--- config.mk ---
export PLATFORM = sky130hd
export DESIGN_NAME = bus_grant_encoder
export DESIGN_NICKNAME = d
export VERILOG_FILES = /design/src/rtl/bus_pkg.sv /design/src/rtl/bus_grant_encoder_prio_pick.sv /design/src/rtl/bus_grant_encoder.sv
export SDC_FILE = /design/constraint.sdc
export NUM_CORES = 1
export LEC_CHECK = 0
export CAP_MARGIN = 20
export CELL_PAD_IN_SITES_DETAIL_PLACEMENT = 1
export CELL_PAD_IN_SITES_GLOBAL_PLACEMENT = 1
export CORE_UTILIZATION = 30
export CTS_CLUSTER_DIAMETER = 30
export DETAILED_ROUTE_END_ITERATION = 6
export PLACE_DENSITY = 0.89
export REMOVE_ABC_BUFFERS = 1
export SKIP_CTS_REPAIR_TIMING = 1
export SLEW_MARGIN = 15
export SYNTH_ARGS = -nofsm -noshare
export SYNTH_HDL_FRONTEND = slang
export SYNTH_SLANG_ARGS = --single-unit
--- constraint.sdc ---
create_clock -name clk -period 2.6 [get_ports clk]
set_input_delay 0.65 -clock clk [delete_from_list [all_inputs] [get_ports clk]]
set_output_delay 0.65 -clock clk [all_outputs]
set_load 0.02 [all_outputs]
--- src/rtl/bus_pkg.sv ---
// Shared bus-source definitions: arbitration mode codes, default source count,
// and the multi-request detect used by the grant encoder.
package bus_pkg;

    localparam int MODE_FIXED = 0;
    localparam int MODE_RR    = 1;
    localparam int BUS_SRC_N  = 24;

    typedef enum logic {
        ARB_FIXED = 1'b0,
        ARB_RR    = 1'b1
    } arb_mode_e;

    // True when more than one bit of v is set (clearing the lowest set bit leaves something).
    function automatic logic multi_hot(input logic [63:0] v);
        return (v & (v - 64'd1)) != 64'd0;
    endfunction

endpackage

--- src/rtl/bus_grant_encoder_prio_pick.sv ---
// Combinational wrap-around priority picker: returns the first set request bit
// found scanning upward from a start index, wrapping N-1 -> 0.
module prio_pick #(
    parameter int N = 24,
    parameter int W = $clog2(N)
) (
    input  logic [N-1:0] req,
    input  logic [W-1:0] start,
    output logic         found,
    output logic [W-1:0] idx
);

    logic [2*N-1:0] dbl_s;
    logic [N-1:0]   rot_s;

    // Rotate the request vector so the start index lands at bit 0.
    always_comb begin
        dbl_s = {req, req} >> start;
        rot_s = dbl_s[N-1:0];
    end

    // Lowest set bit of the rotated vector, then map the offset back to a real index.
    always_comb begin
        int off;
        int sum;
        off   = 0;
        sum   = 0;
        found = 1'b0;
        idx   = {W{1'b0}};
        for (int k = N - 1; k >= 0; k--) begin
            if (rot_s[k]) begin
                off   = k;
                found = 1'b1;
            end else begin
                off   = off;
                found = found;
            end
        end
        sum = int'(start) + off;
        if (sum >= N) begin
            sum = sum - N;
        end else begin
            sum = sum;
        end
        idx = W'(sum);
    end

endmodule

--- src/rtl/bus_grant_encoder.sv ---
// Registered bus grant encoder: turns bus-drive requests into a binary source
// select with valid flag, grant hold, sticky collision flag, and either
// fixed (highest index wins) or round-robin arbitration.
module bus_grant_encoder import bus_pkg::*; #(
    parameter int N    = BUS_SRC_N,
    parameter int W    = $clog2(N),
    parameter int MODE = MODE_FIXED
) (
    input  logic         clk,
    input  logic         clr,
    input  logic [N-1:0] req,
    input  logic         hold,
    input  logic         err_clear,
    output logic [W-1:0] sel_out,
    output logic         sel_valid,
    output logic         collision
);

    logic [W-1:0] sel_out_r;
    logic         sel_valid_r;
    logic         collision_r;
    logic [W-1:0] last_r;

    logic [N-1:0] req_rev_s;
    logic [N-1:0] pick_req_s;
    logic [W-1:0] rr_start_s;
    logic [W-1:0] pick_start_s;
    logic         pick_found_s;
    logic [W-1:0] pick_idx_s;
    logic [W-1:0] grant_idx_s;
    logic         multi_s;

    // Bit-reverse the requests so a lowest-first pick yields the highest index.
    always_comb begin
        req_rev_s = {N{1'b0}};
        for (int i = 0; i < N; i++) begin
            req_rev_s[i] = req[N-1-i];
        end
    end

    // Round-robin search starts just past the last grant, wrapping at N-1 rather than 2^W-1.
    always_comb begin
        if (last_r == W'(N - 1)) begin
            rr_start_s = {W{1'b0}};
        end else begin
            rr_start_s = last_r + W'(1'b1);
        end
    end

    // Steer the single picker for the configured mode and map its result back.
    always_comb begin
        if (MODE == MODE_RR) begin
            pick_req_s   = req;
            pick_start_s = rr_start_s;
            grant_idx_s  = pick_idx_s;
        end else begin
            pick_req_s   = req_rev_s;
            pick_start_s = {W{1'b0}};
            grant_idx_s  = W'(N - 1) - pick_idx_s;
        end
    end

    prio_pick #(
        .N (N),
        .W (W)
    ) u_pick (
        .req   (pick_req_s),
        .start (pick_start_s),
        .found (pick_found_s),
        .idx   (pick_idx_s)
    );

    // More than one source asking for the bus in the same cycle.
    always_comb begin
        multi_s = multi_hot(64'(req));
    end

    // Grant, valid, round-robin pointer and sticky collision state.
    always_ff @(posedge clk or posedge clr) begin
        if (clr) begin
            sel_out_r   <= {W{1'b0}};
            sel_valid_r <= 1'b0;
            collision_r <= 1'b0;
            last_r      <= W'(N - 1);
        end else begin
            collision_r <= (collision_r & ~err_clear) | multi_s;
            if (hold && sel_valid_r) begin
                sel_out_r   <= sel_out_r;
                sel_valid_r <= sel_valid_r;
                last_r      <= last_r;
            end else if (!pick_found_s) begin
                sel_out_r   <= sel_out_r;
                sel_valid_r <= 1'b0;
                last_r      <= last_r;
            end else begin
                sel_out_r   <= grant_idx_s;
                sel_valid_r <= 1'b1;
                if (MODE == MODE_RR) begin
                    last_r <= grant_idx_s;
                end else begin
                    last_r <= last_r;
                end
            end
        end
    end

    assign sel_out   = sel_out_r;
    assign sel_valid = sel_valid_r;
    assign collision = collision_r;

endmodule

* Yosys cells after proc, flatten, opt, wreduce, memory -nomap -nowiden *
Cells that the tools add are included.

operators by class
  $add $sub $neg = 3
  magnitude comparators = 1
  mux-type cells = 50
  bitwise operators = 5
  reductions and logical operators = 3

operators by type and width
  operator                                                               number
  5-bit 2-to-1 mux                                                       25
  24-bit by 64-bit AND with 64-bit output                                1
  64-bit nonzero test                                                    1
  1-bit 2-to-1 mux                                                       25
  24-bit by 1-bit subtractor with 25-bit output (second input constant)  1
  5-bit >= comparator (second input constant)                            1
  5-bit subtractor (first input constant)                                1
  5-bit subtractor (second input constant)                               1
  1-bit NOT                                                              2
  2-bit AND reduction                                                    1
  1-bit AND                                                              1
  1-bit logical AND                                                      1
  1-bit bitwise OR                                                       1

word-level totals
  register bits = 7
  bits of input ports = 28
  output and inout port bits = 7
  word-level logic and storage cells = 65

* Depth between registers and ports, before layout *
Gate-level depths: netlist of the first run.

  word-level depth = 27
  mapped depth = 6
  depth with buffers taken out = 6

* Modules after synthesis *
From an unflattened synthesis of the first run, not the netlist that was laid out.

second synthesis, totals
  cell total of the unflattened synthesis = 307
  area, all modules = 3174.3 µm²

by module, submodules not included
  module             instances  cells each  area each (µm²)  sequential area each (µm²)
  prio_pick          1          241         2613.8           0.0
  bus_grant_encoder  1          66          560.5            175.2

* Worst setup path after synthesis of the first run *
Ideal clock, no wire load.

  kind = input -> register
  start = in req[3]
  end = reg collision_r (netlist: collision)
  data arrival time = 2058 ps
  slack = 403 ps
  stages on the path = 6
  cells stage by stage = or4_4 -> o41a_1 -> o22ai_2 -> nand3_1 -> nor4_1 -> o211ai_1

between the ends
  longest elaborated chain between the ends = 4

ends and longest elaborated chain
  what                                           line                     text
  start: declaration                             bus_grant_encoder.sv:11  input logic [N-1:0] req,
  24-bit by 1-bit subtractor with 25-bit output  bus_pkg.sv:16            return (v & (v - 64'd1)) != 64'd0;
  24-bit by 64-bit AND with 64-bit output *      bus_pkg.sv:16
  64-bit nonzero test *                          bus_pkg.sv:16
  1-bit bitwise OR *                             bus_grant_encoder.sv:86  collision_r <= (collision_r & ~err_clear) | multi_s;
  end signal: assignment                         bus_grant_encoder.sv:86
  end: declaration                               bus_grant_encoder.sv:21  logic collision_r;

Every way passes the cells marked *; elsewhere a longest branch is shown, timed or not.
A chain may end at the register's enable or synchronous reset.

* Worst setup path in the final report of the first run *
Ends and elaborated chain as after synthesis.

==> results by group, run 1 <==
Min path
  • Worst hold path cell count: 2
  • Worst Min Path Start: sel_out[2]
  • Hold Crit Class: register to register
  • Hold endpoint: sel_out[2]

Yosys
  • Ys Warns: 0
  • Async SR Flop Fraction: 1.00
  • Cell variety after synth: 34
  • Register bit count reported by yosys: 7
  • Netlist Area Pre-Place: 747 sq um
  • EDFF count, synth: 0
  • Syn Inst Count: 99
  • Top FF cell, synth: dfrtp_1
  • Top-area cell type share of the netlist area: 0.235
  • Post-synthesis sequential area ratio: 0.235
  • Ranking of synthesized cells by area: dfrtp_1 (23%), nor4_1 (7.5%), nor2_1 (5.5%), o21ai_0 (5.4%), nand2_1 (5.0%)
  • Synth Area per Inst: 7.55 sq um
  • Top cell type by total area after synthesis: dfrtp_1

Global routing
  • Largest net degree at the start of global routing: 8
  • Vias in the first global route: 1270
  • Gr usage total: 0.277
  • Initial antenna violation count: 0
  • First-pass GRT wire length: 5500 um
  • GR Overflow Total: 0

STA
  • Fin crit period: 2.48 ns
  • Final setup viols: 0
  • Worst Clk Skew: 0.00754 ns
  • Slew Limit Headroom: 0.701
  • Hold slack: 0.503 ns
  • F_max: 403 MHz
  • Fin crit share: 0.954
  • Slew Viols, Final: 0
  • Setup WS post-layout: 0.120 ns
  • Worst slew pin tran: 0.443 ns
  • Final hold vios: 0

Job
  • # Max-Cap Violations: 0

Cells and area
  • Layout net count: 203
  • Most common cell after layout, fill and taps aside: buf_4
  • Final Cell Area: 1440 sq um
  • Layout area overhead: 92.8%
  • Share of layout cells above drive strength 1: 0.301
  • Most frequent cells in the layout: buf_4 (36), clkdlybuf4s50_1 (34), nand2_1 (10), nor2_1 (10)
  • # diodes: 0
  • Final core occ: 0.633
  • Fill cells: 285

Place
  • # port buffers: 34
  • DP HPWL: 2870 um
  • Dpl ws: -0.235 ns
  • Cell Area, Placed: 1390 sq um
  • GP Congestion: 0.846

Power
  • Part of the power in registers: 0.299
  • Combinational power share: 0.426
  • Clk network pwr share: 0.275
  • P per Cell Area: 270 nW/um^2
  • Peak VDD IR: 0.235 mV
  • Power Internal: 0.263 mW
  • Switch share: 0.323
  • Psw: 0.125 mW
  • Leakage: 0.567 nW

Die
  • Core Area: 2280 sq um
  • Standard-cell rows: 17
  • Die W: 51.9 um
  • Initial Util: 0.328
  • Die Area: 2690 sq um
  • Die H: 51.9 um
  • # IOs: 35

Setup path
  • WP data arrival: 2.61 ns
  • Crit-path max FO: 5
  • Reg-to-reg endpoint: collision
  • Critical path class: input pin to register
  • Worst setup EP type: register
  • Depth of the most critical reg-to-reg path: 4
  • Required @ worst endpoint: 2.73 ns
  • Critical Path Source Type: input pin
  • Worst reg2reg setup slack: 1.25 ns
  • R2R Path Start: collision

Clock tree
  • CTS tree: built
  • Clock tree buffer depth: 2
  • Worst-skew pair later-pin latency: 0.26 ns
  • Worst-path clk slew: 0.06 ns
  • H-tree depth: 1
  • CTS root buf: clkbuf_4
  • Clock Sinks: 7
  • TritonCTS buffer count: 3

Routing
  • Antenna-violating nets left: 0
  • Via density: 5.73
  • Drt drc: 0
  • Drt wl/cell: 17.2 um
  • Vias: 1152
  • Total iterations of the first detailed-routing run: 6
  • Iter 0 DRT Violations: 18
  • WL final: 3460 um

Run status
  • Status: finished clean
-- how the worst max path moves through the flow --
stage	to	slack (ns)	cells past startpoint	startpoint
after detailed placement	collision	-0.23	8	req[8]
after global routing	collision	-0.03	8	req[8]
final	collision	0.12	8	req[3]
after global placement	collision	-0.17	7	req[3]
after CTS	collision	0.02	8	req[8]
after floorplan	collision	0.40	6	req[3]
-- cells by family after synthesis --
logic type               synth area share
buffers and inverters              0.0352
flip-flops                          0.235
adder cells (fa/ha/maj)            0.0452
AND/OR/NAND/NOR                     0.302
AO/OA/AOI/OAI                       0.353
multiplexers                       0.0301
-- per-layer routing --
| layer | share of wire | global-route usage | routed length (um) |
|---|---|---|---|
| met1 | 0.39 | 0.278 | 1350 |
| met4 | 0.016 | 0.131 | 56 |
| met3 | 0.041 | 0.0292 | 142 |
| met2 | 0.55 | 0.551 | 1910 |
| met5 | 0 | 0 | 0 |
-- power groups by stage --
stage	combinational (mW)	clock, mW	sequential (mW)
floorplan	0.0355	0	0.123
global placement	0.153	0	0.118
detailed placement	0.160	0	0.118
CTS	0.162	0.107	0.116
global route	0.177	0.115	0.116
finish	0.165	0.107	0.116
-- worst max-delay path, cell delays in order --
cell and delay (ns):
clkdlybuf4s50_1 0.47, nor4_1 0.31, buf_4 0.18, nand2_1 0.16, inv_1 0.14, nand3_1 0.15
a2111oi_2 0.41, o211ai_1 0.13
-- registers in the layout, indices dropped and copies added (netlist names) --
signal,flops
collision,1
sel_out,5
sel_valid,1
-- synthesized netlist by cell type, drive strengths merged (2+ instances only) --
library cell and instances:
dfrtp 7, a2111oi 3, a211oi 3, nand3 2, nor4 10, o22ai 2
nand2 10, o21ai 9, a21oi 7, mux2 2, inv 7, maj3 2
o211ai 2, nand4 2, nor2 11, o31ai 2, nor3 5
-- area by class of cell --
| class | count | area [sq um] | share of cell area |
|---|---|---|---|
| well taps | 28 | 35.0 | 0.0243 |
| inverters | 7 | 26.3 | 0.0182 |
| repair buffers | 70 | 611 | 0.424 |
| clock buffers | 4 | 26.3 | 0.0182 |
| flip-flops and latches | 7 | 175 | 0.122 |
| multi-input cells | 85 | 567 | 0.394 |
-- per-stage QoR --
stage	TNS (ns)	power (mW)	std cells
2_1_floorplan	0	0.159	99
3_3_place_gp	-0.168	0.271	197
3_5_place_dp	-0.429	0.278	197
4_1_cts	0	0.386	201
5_1_grt	-0.0262	0.409	201
6_report	0	0.388	201
Power figures use the tool's default switching activity.
==> inputs of run 2 (changes only) <==
--- a/config.mk
+++ b/config.mk
@@ -8,10 +8,11 @@
 export CAP_MARGIN = 20
 export CELL_PAD_IN_SITES_DETAIL_PLACEMENT = 1
 export CELL_PAD_IN_SITES_GLOBAL_PLACEMENT = 1
-export CORE_UTILIZATION = 30
+export CORE_UTILIZATION = 45
 export CTS_CLUSTER_DIAMETER = 30
 export DETAILED_ROUTE_END_ITERATION = 6
-export PLACE_DENSITY = 0.89
+export DONT_BUFFER_PORTS = 1
+export PLACE_DENSITY = 0.86
 export REMOVE_ABC_BUFFERS = 1
 export SKIP_CTS_REPAIR_TIMING = 1
 export SLEW_MARGIN = 15
==> constraint.sdc (replaced) <==
create_clock -name clk -period 2.6 [get_ports clk]
set_input_delay 0.52 -clock clk [delete_from_list [all_inputs] [get_ports clk]]
set_output_delay 0.52 -clock clk [all_outputs]
set_load 0.02 [all_outputs]
==> run 2 against run 1 <==
  * Hold slack got worse by 0.42 ns
  * Die area fell by 32%
  * Cell area fell by 45%
  * Clock power barely moved
  * Register-to-register slack improved by 0.06 ns
  * Critical path depth fell by 2
  * Final cell count fell by 41%
  * Global-route usage fell by 1.0 points
  * Via count fell by 28%
  * Clock-buffer cell count did not move
  * Wire length fell by 33%
  * Sequential power rose by 5%
  * Critical path type unchanged
  * Largest power group is now sequential cells
==> results by group, run 2 (synthesis gave the netlist of run 1 again) <==
Global routing
  • Largest net degree at the start of global routing: 9
  • First-pass GRT wire length: 3630 um
  • GR Overflow Total: 0
  • Initial antenna violation count: 0
  • Vias in the first global route: 832
  • Gr usage total: 0.267

Power
  • Total Power: 0.272 mW
  • Psw: 0.0781 mW
  • P per Cell Area: 342 nW/um^2
  • Peak VDD IR: 0.315 mV
  • Switch share: 0.288
  • Combinational power share: 0.161
  • Part of the power in registers: 0.450
  • Clk network pwr share: 0.388
  • Power Internal: 0.193 mW
  • Leakage: 0.257 nW

Setup path
  • Critical Path Source Type: input pin
  • R2R Path Start: collision
  • Required @ worst endpoint: 2.73 ns
  • Worst setup EP type: register
  • Critical path class: input pin to register
  • Critical path origin: req[6]
  • WP data arrival: 2.22 ns
  • Crit-path max FO: 6

Cells and area
  • Most common cell after layout, fill and taps aside: nor2_1
  • Finished Layout Cells: 119
  • Layout net count: 133
  • Most frequent cells in the layout: nor2_1 (11), nand2_1 (10), nor4_1 (9)
  • Layout area overhead: 6.20%
  • Multi-input logic area: 546 sq um
  • # diodes: 0
  • FF+latch area: 175 sq um
  • Fill cells: 212
  • Largest register FFs: 5
  • Final core occ: 0.521
  • Share of layout cells above drive strength 1: 0.117

STA
  • RSZ-0062 raised after global routing: no
  • Setup WS post-layout: 0.513 ns
  • Fin crit period: 2.09 ns
  • Fin crit share: 0.803
  • Setup_tns: 0 ns
  • Final setup viols: 0
  • Worst Clk Skew: 0.00704 ns
  • Slew Viols, Final: 0
  • Final hold vios: 0
  • Worst slew pin tran: 0.650 ns
  • Slew Limit Headroom: 0.563
  • F_max: 479 MHz

Die
  • Initial Util: 0.490
  • Die H: 42.7 um
  • Die Area: 1830 sq um
  • # IOs: 35
  • Standard-cell rows: 14
  • Die W: 42.7 um
  • Core Area: 1520 sq um

Routing
  • Vias: 834
  • Drt drc: 0
  • Via density: 7.01
  • Antenna-violating nets left: 0
  • Total iterations of the first detailed-routing run: 4
  • Drt wl/cell: 19.4 um
  • Iter 0 DRT Violations: 22
  • WL final: 2300 um

Place
  • Dpl ws: 0.260 ns
  • # port buffers: 0
  • DP HPWL: 1890 um
  • GP Congestion: 0.830
  • Post-Place Cells: 115

Clock tree
  • CTS root buf: clkbuf_4
  • Clock tree buffer depth: 2
  • CTS tree: built
  • Clock Sinks: 7
  • Worst-path clk slew: 0.06 ns
  • Worst-skew pair later-pin latency: 0.26 ns
  • H-tree depth: 1
  • TritonCTS buffer count: 3

Job
  • # Max-Cap Violations: 0

Min path
  • Hold Crit Class: input pin to async pin

Run status
  • Status: finished clean
[run 2: cell count changes in the layout (fill, tap and decap cells not counted)]
cell,previous run,this run
a2111oi_2,2,0
a2111oi_0,1,3
buf_4,36,0
nor2_1,10,11
clkdlybuf4s50_1,34,0
nor2_2,1,0
nor4_2,2,1
nor4_1,8,9
[run 2: layout make-up]
class,instances,area share
clock buffers,4,0.0331
inverters,7,0.0331
multi-input cells,85,0.688
flip-flops and latches,7,0.221
well taps,16,0.0252
[run 2: final timing paths]
| check | end | slack (ns) | cells past startpoint |
|---|---|---|---|
| max | collision | 0.51 | 6 |
| min | sel_out[1] | 0.08 | 1 |
| max reg2reg | collision | 1.31 | 4 |
| min reg2reg | sel_out[2] | 0.63 | 2 |
| max in group asynchronous | sel_out[2] | 2.29 | 1 |
| min in group clk | sel_valid | 0.42 | 2 |
[run 2: critical path: stages]
cell and delay (ns):
nor4_1 0.45, nand2_1 0.30, a2111oi_0 0.49, a21oi_1 0.09, o21ai_0 0.24, o211ai_1 0.12
[run 2: through the flow]
stage          hold WS (ns)  cell area [sq um]
5_1_grt               0.105                793
3_5_place_dp          0.367                767
4_1_cts              0.0734                793
2_1_floorplan         0.323                747
3_3_place_gp          0.353                767
6_report             0.0791                793
[run 2: power by group through the flow]
stage	clock (mW)	combinational (mW)	sequential, mW
finish	0.105	0.0438	0.122
global route	0.112	0.0495	0.123
CTS	0.111	0.0441	0.122
detailed placement	0	0.0440	0.124
global placement	0	0.0422	0.124
floorplan	0	0.0355	0.123
[run 2: routing by layer]
layer  track usage  up-vias  part of all wire
met5             0        -                 0
met4         0.125        0             0.019
met3        0.0426        5             0.056
met2         0.452       30              0.48
met1         0.325      397              0.44
li1              -      402                 -
==> RTL change (flow settings as in run 1) <==
Register the inputs `req`, `hold` and `err_clear` before use, with the module's reset. The logic sees them one clock later.
--- a/src/rtl/bus_grant_encoder.sv
+++ b/src/rtl/bus_grant_encoder.sv
@@ -15,6 +15,22 @@
     output logic         sel_valid,
     output logic         collision
 );
+
+    logic [N-1:0] req_q;
+    logic hold_q;
+    logic err_clear_q;
+
+    always_ff @(posedge clk or posedge clr) begin
+        if (clr) begin
+            req_q       <= '0;
+            hold_q      <= '0;
+            err_clear_q <= '0;
+        end else begin
+            req_q       <= req;
+            hold_q      <= hold;
+            err_clear_q <= err_clear;
+        end
+    end
 
     logic [W-1:0] sel_out_r;
     logic         sel_valid_r;
@@ -34,7 +50,7 @@
     always_comb begin
         req_rev_s = {N{1'b0}};
         for (int i = 0; i < N; i++) begin
-            req_rev_s[i] = req[N-1-i];
+            req_rev_s[i] = req_q[N-1-i];
         end
     end
 
@@ -50,7 +66,7 @@
     // Steer the single picker for the configured mode and map its result back.
     always_comb begin
         if (MODE == MODE_RR) begin
-            pick_req_s   = req;
+            pick_req_s   = req_q;
             pick_start_s = rr_start_s;
             grant_idx_s  = pick_idx_s;
         end else begin
@@ -72,7 +88,7 @@
 
     // More than one source asking for the bus in the same cycle.
     always_comb begin
-        multi_s = multi_hot(64'(req));
+        multi_s = multi_hot(64'(req_q));
     end
 
     // Grant, valid, round-robin pointer and sticky collision state.
@@ -83,8 +99,8 @@
             collision_r <= 1'b0;
             last_r      <= W'(N - 1);
         end else begin
-            collision_r <= (collision_r & ~err_clear) | multi_s;
-            if (hold && sel_valid_r) begin
+            collision_r <= (collision_r & ~err_clear_q) | multi_s;
+            if (hold_q && sel_valid_r) begin
                 sel_out_r   <= sel_out_r;
                 sel_valid_r <= sel_valid_r;
                 last_r      <= last_r;
Behaviour: not the same (Yosys sat finds a counterexample within 4 cycles, from zero or initial values).
==> RTL change against run 1 <==
Final cell count increased by 18%; die area increased by 93%; routed wire length decreased by 4.2%; synthesized cell count increased by 29%; sequential cell count increased by 26; largest cell class is now registers; sequential power increased to 5.0 times the old value; design area increased by 38%; synthesized area increased by 97%; sequential share of layout area increased by 29 points; worst setup slack improved by 210 ps; critical path depth decreased by 3; total power increased to 2.8 times the old value; worst hold slack got worse by 6.0 ps; count of clock-buffer cells in the layout increased by 3.
==> RTL change: results (changes against run 1) <==
status = complete, no violations
Placed Area = 1904 µm² (+37%)
synth top area cells = dfrtp_1 (56%), nor4_4 (5.8%), nor2_1 (3.6%)
Critical Path Fanout Max = 6 (+1)
Setup Skew = 4.389 ps (-3.154 ps)
static leakage power = 0.7578 nW (+34%)
vias per cell = 4.873 (-15%)
number of global-route vias before repair = 1189 (-6.4%)
Iter 0 DRT Violations = 45 (+27)
total CTS buffers = 5 (+2)
fraction of layout cells with a size suffix above 1 = 0.1000 (-0.2006)
Post-DP HPWL = 2.510 mm (-13%)
All-Layer GR Usage = 0.1479 (-0.1290)
Nets = 199 (-2.0%)
clock latency on the worst-skew pair = 280 ps (+20 ps)
final wirelength = 3.314 mm (-4.2%)
Peak VDD IR = 0.0002778 V (+18%)
root buf cell = clkbuf_8
routability cong. = 0.8345 (-1.3%)
Netlist cell types = 38 (+12%)
pre-CTS WS = 370.3 ps (+605.1 ps)
number of flip-flops in the largest register = 24 (+19)
crit path DAT = 2420 ps (-190 ps)
slowest stage cell on the critical path = or4_1
Syn Inst Count = 128 (+29%)
Psw = 0.0002549 W (+100%)
biggest cell delay along the critical path = 550 ps (+80 ps)
largest net degree at the start of global routing = 34 (+26)
first-pass GRT wire length = 5.740 mm (+4.4%)
Top delay family on crit path = simple AND/OR/NAND/NOR gates
worst slew pin tran = 477.4 ps (+34.59 ps)
RTL change: power by group through the flow:
stage	sequential (W)	clock (W)	combinational, W
floorplan	0.000584	0	0.0000435
global placement	0.000585	0	0.000108
detailed placement	0.000587	0	0.000110
CTS	0.000578	0.000396	0.000111
global route	0.000583	0.000415	0.000121
finish	0.000578	0.000381	0.000109
RTL change: cell type report:
class	instances	area (µm²)
Tap cell	67	83.83
Multi-Input combinational cell	88	620.6
Fill cell	518	2733
Inverter	7	26.28
Sequential cell	33	825.8
Timing Repair Buffer	35	347.8
Clock buffer	7	86.33
RTL change: worst paths after layout:
| check | start | endpoint | slack (ps) | cells past startpoint |
|---|---|---|---|---|
| min reg2reg | sel_out[2] | sel_out[2] | 500 | 2 |
| max reg2reg | req_q[12] | collision | 330 | 5 |
| max | req_q[12] | collision | 330 | 5 |
| min in group asynchronous | clr | req_q[21] | 750 | 3 |
| min | sel_out[2] | sel_out[2] | 500 | 2 |
| max in group asynchronous | clr | hold_q | 1540 | 3 |
RTL change: logic make-up (layout without fill, tap and decap cells):
group	count (synthesis)	count (layout)	synth area share
fa+ha+maj	1	1	0.008495
flops	33	33	0.5607
compound gates	37	37	0.1725
mux	2	2	0.01529
buf+inv	7	49	0.01785
simple gates	48	48	0.2252
RTL change: worst reg2reg max path, cell delays in order (launching register included):
cell	delay, ps
dfrtp_1	450
nor4_4	430
nand4_4	190
a2111oi_2	370
o22ai_1	150
or4_1	550
RTL change: per-layer routing:
layer / part of all wire / global-route usage
met1: 0.47 / 0.2020
met2: 0.47 / 0.2253
met3: 0.046 / 0.03750
met4: 0.015 / 0.05882
met5: 0 / 0
